### config.mk
export PLATFORM = sky130hd
export DESIGN_NAME = serial_pattern_ctrl_flat
export DESIGN_NICKNAME = d
export VERILOG_FILES = /design/src/rtl/serial_pattern_ctrl_if.sv /design/src/rtl/serial_pattern_ctrl.sv /design/src/flat_wrapper.sv
export SDC_FILE = /design/constraint.sdc
export NUM_CORES = 1
export LEC_CHECK = 0
export CAP_MARGIN = 10
export CORE_MARGIN = 2
export CORE_UTILIZATION = 53
export CTS_CLUSTER_SIZE = 28
export DETAILED_ROUTE_END_ITERATION = 6
export PLACE_DENSITY = 0.8
export SLEW_MARGIN = 20
export SYNTH_ARGS = -nofsm -noshare
export SYNTH_HDL_FRONTEND = slang
export SYNTH_SLANG_ARGS = --single-unit
export TNS_END_PERCENT = 1
### constraint.sdc
create_clock -name clk -period 3.5 [get_ports clk]
set_input_delay 0.35 -clock clk [delete_from_list [all_inputs] [get_ports clk]]
set_output_delay 0.35 -clock clk [all_outputs]
set_load 0.01 [all_outputs]
### src/rtl/serial_pattern_ctrl_if.sv
// ---------------------------------------------------------------------------
// serial_pattern_ctrl_if
// Configuration bus for serial_pattern_ctrl. A transfer happens on a clock
// edge where cfg_valid && cfg_ready.
//   cfg_valid   : master -> slave, config request
//   cfg_ready   : slave -> master, controller can take a config
//   cfg_pattern : pattern bits, bit [cfg_len-1] is received first
//   cfg_len     : pattern length, legal range 1..MAX_LEN
//   cfg_overlap : 1 = overlapping matches allowed
//   cfg_target  : matches needed to finish a run, 0 = unlimited
// ---------------------------------------------------------------------------
interface serial_pattern_ctrl_if #(
    parameter int MAX_LEN = 8,
    parameter int LEN_W   = 4,
    parameter int CNT_W   = 8
) ();
    logic               cfg_valid;
    logic               cfg_ready;
    logic [MAX_LEN-1:0] cfg_pattern;
    logic [LEN_W-1:0]   cfg_len;
    logic               cfg_overlap;
    logic [CNT_W-1:0]   cfg_target;

    modport master (
        output cfg_valid, cfg_pattern, cfg_len, cfg_overlap, cfg_target,
        input  cfg_ready
    );

    modport slave (
        input  cfg_valid, cfg_pattern, cfg_len, cfg_overlap, cfg_target,
        output cfg_ready
    );
endinterface

### src/rtl/serial_pattern_ctrl.sv
// ---------------------------------------------------------------------------
// serial_pattern_ctrl
// Programmable serial bit-pattern detector. A pattern, its length, overlap
// mode and match target are loaded over the cfg interface; start arms a run
// that shifts in bits whenever inp_valid is high and counts matches. The run
// ends in DONE once the target count is reached, or returns to CFG on abort.
//
// Ports:
//   clk, rst     : rising-edge clock, synchronous active-high reset
//   cfg          : configuration bus (slave side)
//   start, abort : one-cycle run control pulses
//   inp          : serial data bit, sampled only when inp_valid is high
//   match        : one-cycle pulse, registered, the cycle after the final bit
//   match_count  : matches counted in the current run, saturating
//   busy / done  : high in RUN / DONE
//   err          : one-cycle pulse on an illegal config or a start in IDLE
// ---------------------------------------------------------------------------
module serial_pattern_ctrl #(
    parameter int MAX_LEN = 8,
    parameter int LEN_W   = 4,
    parameter int CNT_W   = 8
) (
    input  logic                 clk,
    input  logic                 rst,
    serial_pattern_ctrl_if.slave cfg,
    input  logic                 start,
    input  logic                 abort,
    input  logic                 inp,
    input  logic                 inp_valid,
    output logic                 match,
    output logic [CNT_W-1:0]     match_count,
    output logic                 busy,
    output logic                 done,
    output logic                 err
);
    typedef enum logic [1:0] {
        S_IDLE = 2'd0,   // no valid config yet
        S_CFG  = 2'd1,   // configured, not running
        S_RUN  = 2'd2,   // detecting
        S_DONE = 2'd3    // target reached, results held
    } state_e;

    localparam logic [LEN_W-1:0] LEN_MAX = LEN_W'(MAX_LEN);

    state_e             state_q,   state_d;
    logic [MAX_LEN-1:0] pattern_q, pattern_d;
    logic [LEN_W-1:0]   len_q,     len_d;
    logic               overlap_q, overlap_d;
    logic [CNT_W-1:0]   target_q,  target_d;
    logic [MAX_LEN-1:0] hist_q,    hist_d;
    logic [LEN_W-1:0]   seen_q,    seen_d;
    logic               match_q,   match_d;
    logic [CNT_W-1:0]   count_q,   count_d;
    logic               err_q,     err_d;

    logic               cfg_fire;
    logic               cfg_legal;
    logic [MAX_LEN-1:0] len_mask;
    logic [MAX_LEN-1:0] hist_next;
    logic [LEN_W-1:0]   seen_next;
    logic               hit;

    assign cfg.cfg_ready = (state_q != S_RUN);
    assign cfg_fire      = cfg.cfg_valid && cfg.cfg_ready;
    assign cfg_legal     = (cfg.cfg_len != '0) && (cfg.cfg_len <= LEN_MAX);

    // History and fill level as they would be after shifting in inp. A match
    // needs the low len bits to equal the pattern and at least len bits seen
    // since the run started (or since the last match when overlap is off).
    always_comb begin
        hist_next = {hist_q[MAX_LEN-2:0], inp};
        seen_next = (seen_q == LEN_MAX) ? seen_q : seen_q + 1'b1;
        for (int i = 0; i < MAX_LEN; i++) begin
            len_mask[i] = (i < int'(len_q));
        end
        hit = ((hist_next & len_mask) == (pattern_q & len_mask)) && (seen_next >= len_q);
    end

    always_comb begin
        // NOTE: every _d takes its hold value (or pulse default) first so no
        // path through the decision tree leaves it unassigned and infers a latch.
        state_d   = state_q;
        pattern_d = pattern_q;
        len_d     = len_q;
        overlap_d = overlap_q;
        target_d  = target_q;
        hist_d    = hist_q;
        seen_d    = seen_q;
        count_d   = count_q;
        match_d   = 1'b0;
        err_d     = 1'b0;

        if (cfg_fire) begin
            // A config transfer takes priority over a simultaneous start.
            if (cfg_legal) begin
                pattern_d = cfg.cfg_pattern;
                len_d     = cfg.cfg_len;
                overlap_d = cfg.cfg_overlap;
                target_d  = cfg.cfg_target;
                count_d   = '0;
                state_d   = S_CFG;
            end else begin
                err_d = 1'b1;
            end
        end else if (start && (state_q != S_RUN)) begin
            if (state_q == S_IDLE) begin
                err_d = 1'b1;
            end else begin
                hist_d  = '0;
                seen_d  = '0;
                count_d = '0;
                state_d = S_RUN;
            end
        end else if (state_q == S_RUN) begin
            if (abort) begin
                // Abort suppresses any match completing on this cycle.
                state_d = S_CFG;
            end else if (inp_valid) begin
                hist_d = hist_next;
                seen_d = seen_next;
                if (hit) begin
                    match_d = 1'b1;
                    if (count_q != '1) begin
                        count_d = count_q + 1'b1;
                    end
                    if (!overlap_q) begin
                        seen_d = '0;
                    end
                    if ((target_q != '0) && ((count_q + 1'b1) == target_q)) begin
                        state_d = S_DONE;
                    end
                end
            end
        end
    end

    always_ff @(posedge clk) begin
        // NOTE: non-blocking assignments so every flop samples pre-edge values.
        if (rst) begin
            state_q   <= S_IDLE;
            pattern_q <= '0;
            len_q     <= '0;
            overlap_q <= 1'b0;
            target_q  <= '0;
            hist_q    <= '0;
            seen_q    <= '0;
            count_q   <= '0;
            match_q   <= 1'b0;
            err_q     <= 1'b0;
        end else begin
            state_q   <= state_d;
            pattern_q <= pattern_d;
            len_q     <= len_d;
            overlap_q <= overlap_d;
            target_q  <= target_d;
            hist_q    <= hist_d;
            seen_q    <= seen_d;
            count_q   <= count_d;
            match_q   <= match_d;
            err_q     <= err_d;
        end
    end

    assign match       = match_q;
    assign match_count = count_q;
    assign busy        = (state_q == S_RUN);
    assign done        = (state_q == S_DONE);
    assign err         = err_q;

endmodule

### src/flat_wrapper.sv
// flat-port wrapper written by rule: the top's interface ports become plain ports
module serial_pattern_ctrl_flat 
#(
    parameter int MAX_LEN = 8,
    parameter int LEN_W   = 4,
    parameter int CNT_W   = 8
)
  (clk, rst, start, abort, inp, inp_valid, match, match_count, busy, done, err, cfg_cfg_valid, cfg_cfg_pattern, cfg_cfg_len, cfg_cfg_overlap, cfg_cfg_target, cfg_cfg_ready);
  serial_pattern_ctrl_if #(.MAX_LEN(MAX_LEN), .LEN_W(LEN_W), .CNT_W(CNT_W)) cfg_i ();
  input  logic clk;
  input  logic rst;
  input  logic start;
  input  logic abort;
  input  logic inp;
  input  logic inp_valid;
  output logic match;
  output logic [CNT_W-1:0] match_count;
  output logic busy;
  output logic done;
  output logic err;
  input wire logic [$bits(cfg_i.cfg_valid)-1:0] cfg_cfg_valid;
  input wire logic [$bits(cfg_i.cfg_pattern)-1:0] cfg_cfg_pattern;
  input wire logic [$bits(cfg_i.cfg_len)-1:0] cfg_cfg_len;
  input wire logic [$bits(cfg_i.cfg_overlap)-1:0] cfg_cfg_overlap;
  input wire logic [$bits(cfg_i.cfg_target)-1:0] cfg_cfg_target;
  output wire logic [$bits(cfg_i.cfg_ready)-1:0] cfg_cfg_ready;
  assign cfg_i.cfg_valid = cfg_cfg_valid;
  assign cfg_i.cfg_pattern = cfg_cfg_pattern;
  assign cfg_i.cfg_len = cfg_cfg_len;
  assign cfg_i.cfg_overlap = cfg_cfg_overlap;
  assign cfg_i.cfg_target = cfg_cfg_target;
  assign cfg_cfg_ready = cfg_i.cfg_ready;
  serial_pattern_ctrl #(.MAX_LEN(MAX_LEN), .LEN_W(LEN_W), .CNT_W(CNT_W)) u_core (.clk(clk), .rst(rst), .cfg(cfg_i), .start(start), .abort(abort), .inp(inp), .inp_valid(inp_valid), .match(match), .match_count(match_count), .busy(busy), .done(done), .err(err));
endmodule
==> impl_metrics.json <==
{
  "viasPerCell": 5.87,
  "grt_overflow": 0,
  "setup.worst_path.class": "flop to flop",
  "worst-path-max-fanout": 10,
  "io-pin-count": 41,
  "grt_pass1_vias": 2138,
  "ir_drop_uv": 207,
  "max-cap-violations": 0,
  "grt_setup_unrepaired": "false",
  "hold_viol": 0,
  "cellInternalPower_uw": 743,
  "htree_levels": 2,
  "yosysWarnings": 0,
  "die-width_um": 71.0,
  "final_cell_mix": "46 x nand2_1, 44 x dfxtp_1, 40 x clkdlybuf4s50_1",
  "route.detailed.drc": 0,
  "skew_ns": 0.00675,
  "yosys_most_used_dff": "dfxtp_1",
  "clkTransAtPathRegs_ns": 0.08,
  "p_clk_frac": 0.297,
  "cts_setup_buffers": 0,
  "postPlaceCellArea_sq_um": 2810,
  "port_buffers": 40,
  "synth_xor_area_frac": 0.0846,
  "antenna_cells": 0,
  "synth-edff-count": 0,
  "cts_buffers": 5,
  "worst_pin_slew_ns": 0.877,
  "ctsResizeCount": 0,
  "numClockSinks": 44,
  "core_region_area_sq_um": 4350,
  "fillers": 388,
  "area_growth_pct": 21.6,
  "cts_tree": "done",
  "setup_ws_ns": 0.553,
  "powerDensity_nw_per_um2": 357,
  "vias": 2248,
  "globalplace.congestion": 0.899,
  "synth.area.mux_share": 0.00841,
  "fin_crit_ns": 2.95,
  "endpoint_kind": "flop",
  "num_rows": 24,
  "avgSynthCellArea_sq_um": 8.07,
  "fmaxAchievable_mhz": 339,
  "setup_viol": 0,
  "hpwl_mm": 4.00,
  "final_area_sq_um": 2900,
  "switching_share": 0.282,
  "insertion_delay_ns": 0.30,
  "syn_inst": 295,
  "dr.first_iter.drc_count": 154,
  "setup_tns_ns": 0,
  "cts_hold_buf": 0,
  "seq_area_sq_um": 881,
  "drt_first_pass_iters": 4,
  "initial_core_util": 0.547,
  "die_y_um": 71.0,
  "wl_per_cell_um": 14.0,
  "dp_slack_ns": 0.611,
  "power_switching_uw": 292,
  "p_leak_nw": 1.02,
  "crit_required_ns": 3.69,
  "synth_area_sq_um": 2380,
  "grt_pass1_wl_mm": 9.42,
  "worst_ep_arrival_time_ns": 3.14,
  "power_frac_seq": 0.520,
  "clock_path_buffers": 2,
  "final_common_cell": "nand2_1",
  "layout-drive-gt1-share": 0.0725,
  "synth_seq_cells": 44,
  "grt_usage": 0.230,
  "antenna_found_initial": 0,
  "synthAdderAreaFrac": 0.0368,
  "combinationalPowerShare": 0.183,
  "synth-compound-area-share": 0.228,
  "dieArea_sq_um": 5040,
  "synthesis.nets": 330,
  "finalCritPeriodShare": 0.842,
  "start_kind": "flop",
  "ys_types": 45,
  "seq_area_frac_synth": 0.370,
  "report.final.slew_viol_count": 0,
  "slew_headroom": 0.415,
  "hp-class": "flop to flop",
  "wl_mm": 5.35,
  "async_flop_share": 0,
  "grt_max_degree": 32,
  "multi_input_area_sq_um": 1380,
  "fin_nets": 366,
  "drtAntennaViolNets": 0,
  "yosys.area_share.simple": 0.223,
  "synth_top_family_by_area": "compound AO/OA/AOI/OAI gates",
  "status": "finished, final reports clean",
  "cts_root_buf": "clkbuf_8"
}
## cell type report
| class | count | share of cell area |
|---|---|---|
| sequential | 44 | 0.304 |
| timing repair buffer | 43 | 0.146 |
| clock buffer | 5 | 0.0238 |
| multi-input combinational | 220 | 0.477 |
| inverter | 17 | 0.0220 |
| clock inverter | 2 | 0.00432 |
| tap | 52 | 0.0225 |
## sequential cells by signal (all words and copies together), names as in the netlist
register            count
u_core.err              1
u_core.hist_q           7
u_core.len_q            4
u_core.match            1
u_core.match_count      8
u_core.overlap_q        1
u_core.pattern_q        8
u_core.seen_q           4
u_core.state_q          2
u_core.target_q         8
## cells in the mapped netlist (4+ instances only)
cell	instances	area (sq um)
inv_1	14	52.6
a31oi_1	4	25.0
xnor2_1	17	149
and3_1	5	31.3
o21ai_0	7	35.0
nor4_1	5	31.3
nand2b_1	5	31.3
ha_1	7	87.6
o21ai_1	6	30.0
nand2_1	46	173
nand3_1	10	50.1
dfxtp_1	44	881
nor2_1	24	90.1
a21oi_1	25	125
clkbuf_1	12	45.0
xor2_1	6	52.6
a22oi_1	8	60.1
## per-layer routing
layer / global-route usage / up-vias / wire (um)
met1: 0.301 / 1049 / 2490
met5: 0 / - / 0
met3: 0.0613 / 13 / 283
met2: 0.361 / 70 / 2450
li1: - / 1116 / -
met4: 0.0901 / 0 / 125
## power by group through the flow
stage               Combinational [mW]  Clock [mW]  Sequential (mW)
finish                           0.190       0.307            0.538
global route                     0.211       0.331            0.541
CTS                              0.190       0.314            0.538
detailed placement               0.189           0            0.550
global placement                 0.186           0            0.549
floorplan                        0.122           0            0.546
## cell families after synthesis
family | count (synthesis)
flip-flops | 44
XOR/XNOR | 23
buffers and inverters | 31
AO/OA/AOI/OAI | 76
multiplexers | 2
adder cells (fa/ha/maj) | 7
AND/OR/NAND/NOR | 112
## metrics by stage
| step | cells | power (mW) | hold WS [ns] | util |
|---|---|---|---|---|
| 5_1_grt | 383 | 1.08 | 0.481 | 0.665 |
| 3_3_place_gp | 376 | 0.735 | 0.446 | 0.646 |
| 6_report | 383 | 1.03 | 0.459 | 0.665 |
| 3_5_place_dp | 376 | 0.739 | 0.451 | 0.646 |
| 2_1_floorplan | 295 | 0.667 | 0.436 | - |
| 4_1_cts | 383 | 1.04 | 0.463 | 0.665 |
## worst max-delay path, stage by stage (launching register included)
cell and delay [ns]:
dfxtp_1 0.35, inv_1 0.12, ha_1 0.16, nand2_1 0.07, nor2_1 0.21, xnor2_1 0.10, ha_1 0.27, nand2b_1 0.10
a2111oi_0 0.09, a221o_2 0.36, a2111oi_4 0.58, a211o_2 0.33, o211ai_2 0.08
## path summary, 6_finish.rpt
path / endpoint / slack (ns) / from / cells past startpoint
max: u_core.match_count[2]$_SDFFE_PP0P_ / 0.55 / u_core.seen_q[0]$_SDFFE_PP0P_ / 12
min: u_core.overlap_q$_SDFFE_PP0P_ / 0.46 / u_core.overlap_q$_SDFFE_PP0P_ / 2
max reg2reg: u_core.match_count[2]$_SDFFE_PP0P_ / 0.55 / u_core.seen_q[0]$_SDFFE_PP0P_ / 12
min reg2reg: u_core.overlap_q$_SDFFE_PP0P_ / 0.46 / u_core.overlap_q$_SDFFE_PP0P_ / 2
Power figures use the tool's default switching activity.
==> edit, RTL diff (same settings) <==
Reset style: asynchronous (`rst`), changed in one clocked block. Comments in the files are not updated.
--- a/src/rtl/serial_pattern_ctrl.sv
+++ b/src/rtl/serial_pattern_ctrl.sv
@@ -136,3 +136,3 @@
 
-    always_ff @(posedge clk) begin
+    always_ff @(posedge clk or posedge rst) begin
         // NOTE: non-blocking assignments so every flop samples pre-edge values.
Formal check against the unedited RTL: differs if rst is asserted again (counterexample within 4 cycles, from zero or initial values and one cycle with rst high); with rst held inactive, the same outputs for 4 cycles.
==> edit against the original RTL <==
Fmax increased by 0.75%. Area after synthesis increased by 7.0%. Worst setup slack improved by 0.022 ns. Die area increased by 6.6%. Sequential cell count unchanged. Design area increased by 6.9%. Routed wire length increased by 5.9%. Critical endpoint is now u_core.match_count[1]. Largest cell class unchanged.
Power is not compared: it rests on default switching activity, and its combinational part moved more than twofold at a synthesized area within 25%.
==> edit: results (changes against the original RTL) <==
worst_setup_path:
  arrival_ns: 3.12  # -0.02 ns
  crit_fanout: 15  # +5
global_route:
  grt_pass1_vias: 2002  # -6.4%
  grt_usage_pct: 22.8  # -0.18 points
  grt_max_degree: 28  # -13%
  grt_pass1_wl_mm: 9.34  # -0.88%
  antenna_found_initial: 0  # unchanged
yosys:
  ys_types: 52  # +16%
  yosys-top-cells-count: "44 x dfrtp_1, 20 x mux2_2, 15 x a21oi_1, 15 x nand2_1"
  syn_nets: 286  # -13%
  yosys-top-cells-area: "dfrtp_1 43%, mux2_2 8.8%, ha_1 3.4%"
  yosys_warnings: 0  # unchanged
  async_reset_ff_share_pct: 100  # +100 points
  synth_seq_area_share_pct: 43.2  # +6.2 points
timing:
  worst_pin_slew_ns: 1.06  # +0.179 ns
  clock_skew_ns: 0.00912  # +0.00237 ns
final_layout:
  insertedDiodeCount: 0  # unchanged
  nets: 323  # -12%
  post_route_cells_drive_above_1_share_pct: 13.8  # +6.6 points
cts:
  clk_latency_ns: 0.30  # about the same
  postCtsSetupBuffers: 0  # unchanged
  cts.clk_slew.worst_paths_ns: 0.09
placed_design:
  routabilityCongestion: 0.878  # -2.3%
  pre_cts_ws_ns: 0.614  # +0.00266 ns
  dp_hpwl_mm: 4.17  # +4.4%
routing:
  drt_first_iter_violations: 139  # -9.7%
  drt_wl_total_mm: 5.66  # +5.9%
  via_per_inst: 5.97  # +1.7%
outcome:
  status: "completed"
power_and_ir_drop:
  leakage_nw: 1.28
  peakVddDrop_mv: 0.277
hold_path:
  min_path_type: "input pin to asynchronous set/reset pin"
## edit: changes by cell type in the layout (fill, tap and decap cells not counted), sizes merged, moves of 6 or more
| cell | delta |
|---|---|
| dfrtp | +44 |
| dfxtp | -44 |
| nand2 | -31 |
| mux2 | +20 |
| nor2 | -13 |
| a21oi | -10 |
| xnor2 | -9 |
| a22oi | -8 |
| a22o | +6 |
## edit: path summary, 6_finish.rpt
check / slack, ns / startpoint / end / cells after the start
worst max-delay path: 0.57 / u_core.seen_q[0] / u_core.match_count[1] / 12
worst min register to register: 0.53 / u_core.hist_q[6] / u_core.hist_q[6] / 1
worst min-delay path: 0.42 / rst / u_core.hist_q[2] / 2
worst max register to register: 0.57 / u_core.seen_q[0] / u_core.match_count[1] / 12
min in group clk: 0.53 / u_core.hist_q[6] / u_core.hist_q[6] / 1
max in group asynchronous: 2.42 / rst / u_core.state_q[1] / 3
## edit: cell type report
class                           instances  area, sq um
Tap cell                               54         67.6
Fill cell                             379         1600
Clock inverter                          3         46.3
Sequential cell                        44         1100
Inverter                               11         41.3
Clock buffer                            5         68.8
Timing Repair Buffer                   43          423
Multi-Input combinational cell        183         1350
## edit: worst max-delay path, stage by stage (launching register included)
cell and delay [ns]:
dfrtp_1 0.42, inv_1 0.10, ha_1 0.16, nand2_1 0.07, nor2_1 0.12, xnor2_1 0.16, ha_1 0.26, nand2b_1 0.13
a2111oi_0 0.40, and4bb_2 0.31, o21ai_2 0.23, nor2_1 0.12, a221o_1 0.33
## edit: cell families after synthesis
kind of cell             count (synthesis)  synth area share [%]
AO/OA/AOI/OAI                           60                  16.9
XOR/XNOR                                18                  6.19
multiplexers                            22                  9.63
AND/OR/NAND/NOR                         76                  16.7
adder cells (fa/ha/maj)                  7                  3.44
flip-flops                              44                  43.2
buffers and inverters                   24                  3.88
## edit: layer usage
| layer | part of all wire [%] | track usage (%) |
|---|---|---|
| met1 | 44 | 27.8 |
| met4 | 1.1 | 7.68 |
| met5 | 0 | 0 |
| met2 | 51 | 39.7 |
| met3 | 3.4 | 5.08 |
## edit: per-stage QoR
stage          instances  hold WS (ns)  util [%]  area, sq um
3_3_place_gp         335         0.509      63.5         2980
2_1_floorplan        251         0.485         -         2550
5_1_grt              343         0.478      66.0         3100
4_1_cts              343         0.476      66.0         3100
3_5_place_dp         335         0.513      63.5         2980
6_report             343         0.421      66.0         3100
## edit: power breakdown
part | internal (mW) | switching, mW
Clock | 0.215 | 0.183
Combinational | 0.348 | 0.313
Sequential | 0.636 | 0.147
Total | 1.20 | 0.643
